[src/rtl/alu_seq_ctrl_pkg.sv]
// Shared constants for the sequenced ALU: opcodes, FSM stage encoding,
// flag bit positions and button bit assignments.
package alu_seq_ctrl_pkg;

  typedef enum logic [1:0] {
    WAIT_A  = 2'd0,
    WAIT_B  = 2'd1,
    WAIT_OP = 2'd2,
    SHOW    = 2'd3
  } stage_e;

  localparam logic [5:0] OP_ADD = 6'b100000;
  localparam logic [5:0] OP_SUB = 6'b100010;
  localparam logic [5:0] OP_AND = 6'b100100;
  localparam logic [5:0] OP_OR  = 6'b100101;
  localparam logic [5:0] OP_XOR = 6'b100110;
  localparam logic [5:0] OP_NOR = 6'b100111;
  localparam logic [5:0] OP_SRL = 6'b000010;
  localparam logic [5:0] OP_SRA = 6'b000011;

  // FLAGS is packed {N,V,C,Z}.
  localparam int FLAG_Z = 0;
  localparam int FLAG_C = 1;
  localparam int FLAG_V = 2;
  localparam int FLAG_N = 3;

  localparam int BTN_A  = 0;
  localparam int BTN_B  = 1;
  localparam int BTN_OP = 2;

endpackage

[src/rtl/alu_seq_ctrl_core.sv]
// Purely combinational ALU: result, {N,V,C,Z} flags and an unsupported-opcode
// error for one operand pair.
module alu_core
  import alu_seq_ctrl_pkg::*;
#(
  parameter int DATA_W = 8,
  parameter int OP_W   = 6
) (
  input  logic [DATA_W-1:0] A,
  input  logic [DATA_W-1:0] B,
  input  logic [OP_W-1:0]   OP,
  output logic [DATA_W-1:0] RESULT,
  output logic [3:0]        FLAGS,
  output logic              ERR
);

  localparam int MSB = DATA_W - 1;

  logic [DATA_W:0]   sum_ext;
  logic [DATA_W:0]   diff_ext;
  logic              b_big;
  logic [DATA_W-1:0] srl_res;
  logic [DATA_W-1:0] sra_res;
  logic              carry;
  logic              ovf;

  assign sum_ext  = {1'b0, A} + {1'b0, B};
  // The extra top bit of the difference is the unsigned borrow (A < B).
  assign diff_ext = {1'b0, A} - {1'b0, B};
  assign b_big    = (B >= DATA_W'(DATA_W));
  assign srl_res  = b_big ? '0 : (A >> B);
  assign sra_res  = b_big ? {DATA_W{A[MSB]}} : DATA_W'($signed(A) >>> B);

  always_comb begin
    RESULT = '0;
    carry  = 1'b0;
    ovf    = 1'b0;
    ERR    = 1'b0;
    case (OP)
      OP_W'(OP_ADD): begin
        RESULT = sum_ext[MSB:0];
        carry  = sum_ext[DATA_W];
        ovf    = (A[MSB] == B[MSB]) && (RESULT[MSB] != A[MSB]);
      end
      OP_W'(OP_SUB): begin
        RESULT = diff_ext[MSB:0];
        carry  = diff_ext[DATA_W];
        ovf    = (A[MSB] != B[MSB]) && (RESULT[MSB] != A[MSB]);
      end
      OP_W'(OP_AND): RESULT = A & B;
      OP_W'(OP_OR):  RESULT = A | B;
      OP_W'(OP_XOR): RESULT = A ^ B;
      OP_W'(OP_NOR): RESULT = ~(A | B);
      OP_W'(OP_SRL): RESULT = srl_res;
      OP_W'(OP_SRA): RESULT = sra_res;
      default:       ERR    = 1'b1;
    endcase
  end

  // An unsupported opcode leaves RESULT at zero, which yields FLAGS = 0001.
  always_comb begin
    FLAGS         = '0;
    FLAGS[FLAG_Z] = (RESULT == '0);
    FLAGS[FLAG_C] = carry;
    FLAGS[FLAG_V] = ovf;
    FLAGS[FLAG_N] = RESULT[MSB];
  end

endmodule

[src/rtl/alu_seq_ctrl.sv]
// Button-sequenced ALU front end: edge-detects the load strobes, walks the
// A -> B -> opcode sequence and registers the ALU result for display.
module alu_seq_ctrl
  import alu_seq_ctrl_pkg::*;
#(
  parameter int DATA_W = 8,
  parameter int OP_W   = 6
) (
  input  logic              CLK,
  input  logic              RESET,
  input  logic [DATA_W-1:0] SWITCHES,
  input  logic [2:0]        BUTTONS,
  output logic [DATA_W-1:0] LEDS,
  output logic [3:0]        FLAGS,
  output logic              VALID,
  output logic              ERR,
  output logic [1:0]        STAGE
);

  stage_e            stage_q, stage_d;
  logic [DATA_W-1:0] a_q, a_d;
  logic [DATA_W-1:0] b_q, b_d;
  logic [OP_W-1:0]   op_q, op_d;
  logic [2:0]        btn_q, btn_d;
  logic [DATA_W-1:0] leds_q, leds_d;
  logic [3:0]        flags_q, flags_d;
  logic              valid_q, valid_d;
  logic              err_q, err_d;

  logic [2:0]        edges;
  logic              single;
  logic [DATA_W-1:0] alu_result;
  logic [3:0]        alu_flags;
  logic              alu_err;

  assign edges  = BUTTONS & ~btn_q;
  assign single = $onehot(edges);

  alu_core #(
    .DATA_W (DATA_W),
    .OP_W   (OP_W)
  ) u_alu (
    .A      (a_q),
    .B      (b_q),
    .OP     (SWITCHES[OP_W-1:0]),
    .RESULT (alu_result),
    .FLAGS  (alu_flags),
    .ERR    (alu_err)
  );

  always_comb begin
    // NOTE: every *_d gets its hold value first, so no path through the case
    // can leave a signal unassigned and infer a latch.
    stage_d = stage_q;
    a_d     = a_q;
    b_d     = b_q;
    op_d    = op_q;
    btn_d   = BUTTONS;
    leds_d  = leds_q;
    flags_d = flags_q;
    valid_d = valid_q;
    err_d   = err_q;
    if (single) begin
      case (stage_q)
        WAIT_A: if (edges[BTN_A]) begin
          a_d     = SWITCHES;
          stage_d = WAIT_B;
        end
        WAIT_B: if (edges[BTN_B]) begin
          b_d     = SWITCHES;
          stage_d = WAIT_OP;
        end
        WAIT_OP: if (edges[BTN_OP]) begin
          op_d    = SWITCHES[OP_W-1:0];
          leds_d  = alu_result;
          flags_d = alu_flags;
          err_d   = alu_err;
          valid_d = 1'b1;
          stage_d = SHOW;
        end
        SHOW: if (edges[BTN_A]) begin
          a_d     = SWITCHES;
          valid_d = 1'b0;
          stage_d = WAIT_B;
        end
        default: stage_d = WAIT_A;
      endcase
    end
  end

  // Reset loads the button history with the live inputs so a held button
  // cannot fire on release of reset.
  always_ff @(posedge CLK) begin
    // NOTE: non-blocking assignments here so every flop samples the values
    // from before this edge, independent of statement order.
    if (RESET) begin
      stage_q <= WAIT_A;
      a_q     <= '0;
      b_q     <= '0;
      op_q    <= '0;
      btn_q   <= BUTTONS;
      leds_q  <= '0;
      flags_q <= '0;
      valid_q <= 1'b0;
      err_q   <= 1'b0;
    end else begin
      stage_q <= stage_d;
      a_q     <= a_d;
      b_q     <= b_d;
      op_q    <= op_d;
      btn_q   <= btn_d;
      leds_q  <= leds_d;
      flags_q <= flags_d;
      valid_q <= valid_d;
      err_q   <= err_d;
    end
  end

  assign LEDS  = leds_q;
  assign FLAGS = flags_q;
  assign VALID = valid_q;
  assign ERR   = err_q;
  assign STAGE = stage_q;

endmodule

[config.mk]
export PLATFORM = sky130hd
export DESIGN_NAME = alu_seq_ctrl
export DESIGN_NICKNAME = d
export VERILOG_FILES = /design/src/rtl/alu_seq_ctrl_pkg.sv /design/src/rtl/alu_seq_ctrl_core.sv /design/src/rtl/alu_seq_ctrl.sv
export SDC_FILE = /design/constraint.sdc
export NUM_CORES = 1
export LEC_CHECK = 0
export CAP_MARGIN = 20
export CORE_ASPECT_RATIO = 0.6
export CORE_MARGIN = 3
export CORE_UTILIZATION = 59
export CTS_CLUSTER_DIAMETER = 200
export CTS_CLUSTER_SIZE = 10
export DETAILED_ROUTE_END_ITERATION = 10
export GPL_TIMING_DRIVEN = 0
export PLACE_DENSITY = 0.82
export SETUP_SLACK_MARGIN = 0.15
export SLEW_MARGIN = 20
export SYNTH_ARGS = -nofsm -noshare
export SYNTH_HDL_FRONTEND = slang
export SYNTH_SLANG_ARGS = --single-unit
export TNS_END_PERCENT = 1
[constraint.sdc]
create_clock -name CLK -period 3.06 [get_ports CLK]
set_input_delay 0.612 -clock CLK [delete_from_list [all_inputs] [get_ports CLK]]
set_output_delay 0.612 -clock CLK [all_outputs]
set_load 0.02 [all_outputs]
==> results.sh, run 1 <==
export IMPL_swShare_pct=32.61
export IMPL_switching_power_uw=363.7
export IMPL_grt_start_max_net_pins=11
export IMPL_setup_slack_ps=85.54
export IMPL_synth_most_common_cell="nor2_1"
export IMPL_synthFlopType="dfxtp_1"
export IMPL_hold_class="flop to flop"
export IMPL_area_growth_synth_to_final_pct=17.42
export IMPL_fin_worst_skew_ps=9.801
export IMPL_drv_cap=0
export IMPL_layout_drive_gt1_share_pct=11.97
export IMPL_power_uw=1115
export IMPL_stdcell_count=489
export IMPL_synth_top_area_share_pct=21.69
export IMPL_clock_latency_ps=300
export IMPL_vdd_drop_max_uv=214.3
export IMPL_post_place_ws_ps=-740.7
export IMPL_fp_dieArea_um2=6258
export IMPL_seq_area_frac_synth_pct=21.69
export IMPL_clkPwrFrac_pct=30.4
export IMPL_path_class="input pin to flop"
export IMPL_synth_area_um2=3138
export IMPL_tightest_slew_ps=715.3
export IMPL_p_per_area_nw_per_um2=302.6
export IMPL_grtUsageTotal_pct=30.12
export IMPL_wirelength_um=9431
export IMPL_synth_top_cell_by_area="dfxtp_1"
export IMPL_fin_setup_tns_ps=0
export IMPL_rsz0062_at_grt="yes"
export IMPL_post_route_util_pct=75.98
export IMPL_critPathMaxStageDelay_ps=700
export IMPL_io_buffers=27
export IMPL_power_frac_comb_pct=26.9
export IMPL_synthArstFlopShare_pct=0
export IMPL_cts_buffers=5
export IMPL_fmax_mhz=336.2
export IMPL_yosysWarnings=0
export IMPL_crit_slowest_cell="clkdlybuf4s50_1"
export IMPL_num_vias=3127
export IMPL_fp_dieW_um=100.2
export IMPL_place_congestion=1.020
export IMPL_wl_per_cell_um=19.29
export IMPL_yosys_top_cells_count="nor2_1, dfxtp_1, ha_1, inv_1, mux2i_1"
export IMPL_worstPathRequired_ps=3250
export IMPL_fin_crit_ps=2974
export IMPL_relSlewSlack_pct=52.31
export IMPL_syn_avg_cell_area_um2=8.109
export IMPL_slew_viol_final=0
export IMPL_ant_nets=0
export IMPL_synth_edff_count=0
export IMPL_n_antenna_cell=0
export IMPL_cts_tree="done"
export IMPL_total_leakage_power_uw=0.001539
export IMPL_clk_pin_slew_worst_paths_ps=70
export IMPL_grt_overflow=0
export IMPL_p_seq_share_pct=42.6
export IMPL_grt_pass1_vias=2739
export IMPL_row_count=19
export IMPL_grt_pass1_wl_um=14730
export IMPL_initial_core_util_pct=64.71
export IMPL_dp_hpwl_um=7326
export IMPL_finalSetupViolations=0
export IMPL_clock_sinks=34
export IMPL_cts_hold_buf=0
export IMPL_top_level_ports=29
export IMPL_synth_area_leaders="dfxtp_1, ha_1, mux2i_1"
export IMPL_status="finished, final reports clean"
export IMPL_postSynthNetCount=433
export IMPL_synth_cell_types=65
export IMPL_post_route_period_util_pct=97.20
export IMPL_crit_arrival_ps=3160
export IMPL_root_buffer="clkbuf_8"
export IMPL_synth_seq_cells=34
export IMPL_final_hold_viol_count=0
export IMPL_end_kind="flop"
export IMPL_route_detailed_drc=0
export IMPL_syn_inst=387
export IMPL_critPathMaxFanout=8
export IMPL_path_cells="clkdlybuf4s50_1 -> or3b_1 -> nor3_4 -> o21ai_0 -> o211ai_1 -> nor4_1 -> and4_1 -> a41o_1"
export IMPL_intPower_uw=751.4
export IMPL_coreArea_um2=4850
export IMPL_dp_cells=477
export IMPL_cts_htree_levels=2
export IMPL_avgViaCountPerCell=6.395
export IMPL_dr_pass1_iters=5
export IMPL_drt_iter0_markers=280
export IMPL_antenna_found_initial=0
export IMPL_startpoint_type="input pin"
export IMPL_die_h_um=62.49
export IMPL_nets=473
export IMPL_clk_path_buf_depth=2
critical path, delay by kind of cell:
kind / cells / cell delay, ps
and+or+nand+nor: 4 / 1180
AOI/OAI and AO/OA: 3 / 660
buffers and inverters: 1 / 700
area by class of cell:
| class | instances | area, um^2 |
|---|---|---|
| Clock buffer | 6 | 82.58 |
| Tap cell | 63 | 78.83 |
| Inverter | 26 | 97.59 |
| Timing Repair Buffer | 33 | 315.3 |
| Sequential cell | 34 | 680.7 |
| Buffer | 25 | 133.9 |
| Fill cell | 367 | 1165 |
| Multi-Input combinational cell | 302 | 2296 |
cells in the final DEF, fill, tap and decap left out, types with 4 or more instances in the layout:
master / n
buf_2: 6
nand2_1: 24
a21oi_1: 23
nand2b_1: 5
dfxtp_1: 34
and3_1: 4
nand4_1: 5
clkbuf_8: 7
buf_4: 10
a211oi_1: 9
inv_1: 25
clkbuf_1: 9
nor2_1: 47
o21ai_0: 13
a31oi_1: 8
xnor2_1: 6
nor2b_1: 4
o211ai_1: 9
xor2_1: 9
mux2i_1: 25
nor3_1: 13
clkdlybuf4s50_1: 27
ha_1: 30
cell families after synthesis:
group                      synth area share (%)
and+or+nand+nor                           22.81
AOI/OAI and AO/OA                         19.78
buffers and inverters                     7.177
DFF                                       21.69
adders and majority gates                 13.88
muxes                                     10.49
xor gates and xnor gates                  4.187
registers in the layout (all words and copies together) (netlist names):
name and cells:
b_q 8, ERR 1, LEDS 8, VALID 1, STAGE 2, a_q 8, FLAGS 3, btn_q 3
what timing repair did:
action                     CTS  global route
resized for setup           10            10
pin swaps                    0             2
setup endpoints to repair   28            19
buffers inserted             0             6
hold endpoints to repair     0             0
metrics by stage:
stage / area, um^2 / hold slack (ps)
global route: 3685 / 483.3
CTS: 3611 / 455.1
detailed placement: 3487 / 446.2
floorplan: 3138 / 500.9
global placement: 3487 / 439.8
finish: 3685 / 453.9
final timing paths:
check | startpoint | endpoint | slack (ps) | depth (start not counted)
worst max register to register | b_q[3] | FLAGS[0] | 160 | 11
worst min-delay path | FLAGS[1] | FLAGS[1] | 450 | 2
worst max-delay path | SWITCHES[5] | FLAGS[0] | 90 | 8
worst min register to register | FLAGS[1] | FLAGS[1] | 450 | 2
power groups by stage:
| stage | Combinational, uW | Clock [uW] | Sequential, uW |
|---|---|---|---|
| after floorplan | 180 | 0 | 484 |
| after global placement | 266 | 0 | 483 |
| after detailed placement | 272 | 0 | 484 |
| after CTS | 282 | 339 | 474 |
| after global routing | 323 | 364 | 477 |
| final | 300 | 339 | 475 |
metal layers:
layer | GRT usage, % | vias to the layer above | wire length, um
met3 | 8.250 | 33 | 1115
met1 | 46.41 | 1451 | 4467
met4 | 8.739 | 0 | 291
met2 | 39.85 | 180 | 3557
li1 | - | 1463 | -
met5 | 0 | - | 0
No activity file was read; power rests on OpenSTA's default activity.
==> inputs of run 2 (changes only) <==
--- a/config.mk
+++ b/config.mk
@@ -7,10 +7,10 @@
 export LEC_CHECK = 0
 export CAP_MARGIN = 20
 export CORE_ASPECT_RATIO = 0.6
-export CORE_MARGIN = 3
+export CORE_MARGIN = 8
 export CORE_UTILIZATION = 59
 export CTS_CLUSTER_DIAMETER = 200
-export CTS_CLUSTER_SIZE = 10
+export CTS_CLUSTER_SIZE = 16
 export DETAILED_ROUTE_END_ITERATION = 10
 export GPL_TIMING_DRIVEN = 0
 export PLACE_DENSITY = 0.82
==> run 2 against run 1 <==
Critical path type unchanged; critical path depth unchanged; wire length increased by 2.3%; design area decreased by 0.31%; first-iteration DRC count increased by 16%; clock power increased by 6.5%; critical endpoint unchanged; register-to-register slack improved by 20 ps; largest power group unchanged; worst hold slack got worse by 0.64 ps; sequential share of layout area increased by 0.091 points; power increased by 2.2%; cell count unchanged; clock-buffer cell count increased by 1; combinational power about the same; highest routed layer unchanged.
==> results.sh, run 2 (synthesis gave the netlist of run 1 again) <==
export IMPL_fin_area_um2=3674
export IMPL_total_leakage_power_uw=0.001527
export IMPL_fmax_mhz=337.7
export IMPL_tightest_slew_ps=708.0
export IMPL_wl_met1_um=4547
export IMPL_fin_worst_skew_ps=9.505
export IMPL_grt_pass1_vias=2754
export IMPL_io_buffers=27
export IMPL_nets=468
export IMPL_worstPathRequired_ps=3240
export IMPL_fp_dieW_um=110.2
export IMPL_post_route_util_pct=71.96
export IMPL_p_per_area_nw_per_um2=310.3
export IMPL_rsz0062_at_grt="yes"
export IMPL_end_kind="flop"
export IMPL_root_buffer="clkbuf_8"
export IMPL_route_detailed_drc=0
export IMPL_avgViaCountPerCell=6.315
export IMPL_clock_sinks=34
export IMPL_relSlewSlack_pct=52.80
export IMPL_cts_hold_buf=0
export IMPL_row_count=20
export IMPL_path_cells="clkdlybuf4s50_1 -> or3b_1 -> nor3_4 -> o21ai_0 -> o211ai_1 -> nor4_1 -> and4_1 -> a41o_1"
export IMPL_vdd_drop_max_uv=208.4
export IMPL_layout_commonest_cell="nor2_1"
export IMPL_top_layer="met4"
export IMPL_cts_tree="done"
export IMPL_crit_arrival_ps=3140
export IMPL_clk_pin_slew_worst_paths_ps=70
export IMPL_clk_path_buf_depth=2
export IMPL_num_vias=3088
export IMPL_clock_latency_ps=290
export IMPL_coreArea_um2=5105
export IMPL_top_level_ports=29
export IMPL_critPathMaxStageDelay_ps=700
export IMPL_die_h_um=72.49
export IMPL_dp_hpwl_um=7269
export IMPL_dp_cells=480
export IMPL_ant_nets=0
export IMPL_post_route_period_util_pct=96.78
export IMPL_critPathMaxFanout=8
export IMPL_cts_buffers=5
export IMPL_antenna_found_initial=0
export IMPL_cpLargestDelayFamily="simple AND/OR/NAND/NOR gates"
export IMPL_dr_pass1_iters=5
export IMPL_dpl_instance_area_um2=3491
export IMPL_grt_start_max_net_pins=11
export IMPL_area_growth_synth_to_final_pct=17.07
export IMPL_wl_met2_um=3782
export IMPL_path_class="input pin to flop"
export IMPL_fp_dieArea_um2=7985
export IMPL_place_congestion=1.012
export IMPL_grt_overflow=0
export IMPL_met3_wirelength_um=1139
export IMPL_cp_num_buf_inv=1
export IMPL_layout_common_cells="nor2_1, dfxtp_1, ha_1, clkdlybuf4s50_1"
export IMPL_status="finished, final reports clean"
export IMPL_timing_hold_ws_ps=453.2
export IMPL_drt_iter0_markers=324
export IMPL_slew_viol_final=0
export IMPL_n_antenna_cell=0
export IMPL_hold_class="flop to flop"
export IMPL_grtUsageTotal_pct=24.10
export IMPL_wirelength_um=9645
export IMPL_crit_slowest_cell="clkdlybuf4s50_1"
export IMPL_final_hold_viol_count=0
export IMPL_stdcell_count=489
export IMPL_drv_cap=0
export IMPL_fin_setup_tns_ps=0
export IMPL_startpoint_type="input pin"
export IMPL_layout_drive_gt1_share_pct=11.58
export IMPL_cts_htree_levels=2
export IMPL_finalSetupViolations=0
export IMPL_grt_pass1_wl_um=14850
export IMPL_fin_crit_ps=2962
export IMPL_initial_core_util_pct=61.47
export IMPL_wl_per_cell_um=19.72
[run 2: changes by cell type in the layout (fill, tap and decap cells not counted)]
| cell | before | now |
|---|---|---|
| dfxtp_2 | 0 | 1 |
| buf_4 | 10 | 5 |
| clkinv_2 | 0 | 1 |
| a221oi_2 | 1 | 0 |
| a221oi_4 | 0 | 1 |
| clkbuf_2 | 3 | 4 |
| dfxtp_1 | 34 | 33 |
[run 2: where the power goes]
group	leakage, uW	switching (uW)	internal, uW	total, uW
Combinational	0.00120	179	124	303
Clock	0.0000482	179	182	361
Sequential	0.000276	20.2	455	475
[run 2: repair_timing]
| action | in CTS | in global routing |
|---|---|---|
| resized for setup | 10 | 13 |
| pin swaps | 0 | 1 |
| endpoints found under the hold margin | 0 | 0 |
| endpoints found under the setup margin | 27 | 22 |
| cloned | 0 | 0 |
| setup buffers | 0 | 1 |
[run 2: path summary, 6_finish.rpt]
| path | from | slack (ps) | cells past startpoint | to |
|---|---|---|---|---|
| hold reg to reg | FLAGS[1] | 450 | 2 | FLAGS[1] |
| setup reg to reg | b_q[3] | 180 | 11 | FLAGS[0] |
| setup / recovery | SWITCHES[5] | 100 | 8 | FLAGS[0] |
| hold / removal | FLAGS[1] | 450 | 2 | FLAGS[1] |
[run 2: worst register-to-register path, delay by kind of cell (launching register included)]
family / cells / cell delay [ps]
adder cells (fa/ha/maj): 1 / 280
XOR/XNOR: 1 / 140
AO/OA/AOI/OAI: 5 / 1310
flip-flops: 1 / 360
AND/OR/NAND/NOR: 1 / 170
buffers and inverters: 3 / 520
[run 2: stage by stage]
stage / total power [uW] / setup slack, ps
2_1_floorplan: 664.7 / 436.1
3_3_place_gp: 748.5 / -686.8
3_5_place_dp: 753.2 / -705.7
4_1_cts: 1111 / 120.1
5_1_grt: 1179 / 24.76
6_report: 1140 / 98.48
[run 2: final cells by class]
class / instances / area (um^2)
Sequential cell: 34 / 681.9
Clock inverter: 1 / 5.005
Multi-Input combinational cell: 302 / 2307
Timing Repair Buffer: 28 / 277.8
Inverter: 26 / 97.59
Clock buffer: 7 / 86.33
Buffer: 25 / 135.1
Fill cell: 417 / 1431
Tap cell: 66 / 82.58
[run 2: routing by layer]
metal  up-vias  global-route usage, %
met5         -                      0
met4         0                  5.433
met3        23                  8.223
met2       184                  31.97
met1      1424                  35.62
li1       1457                      -
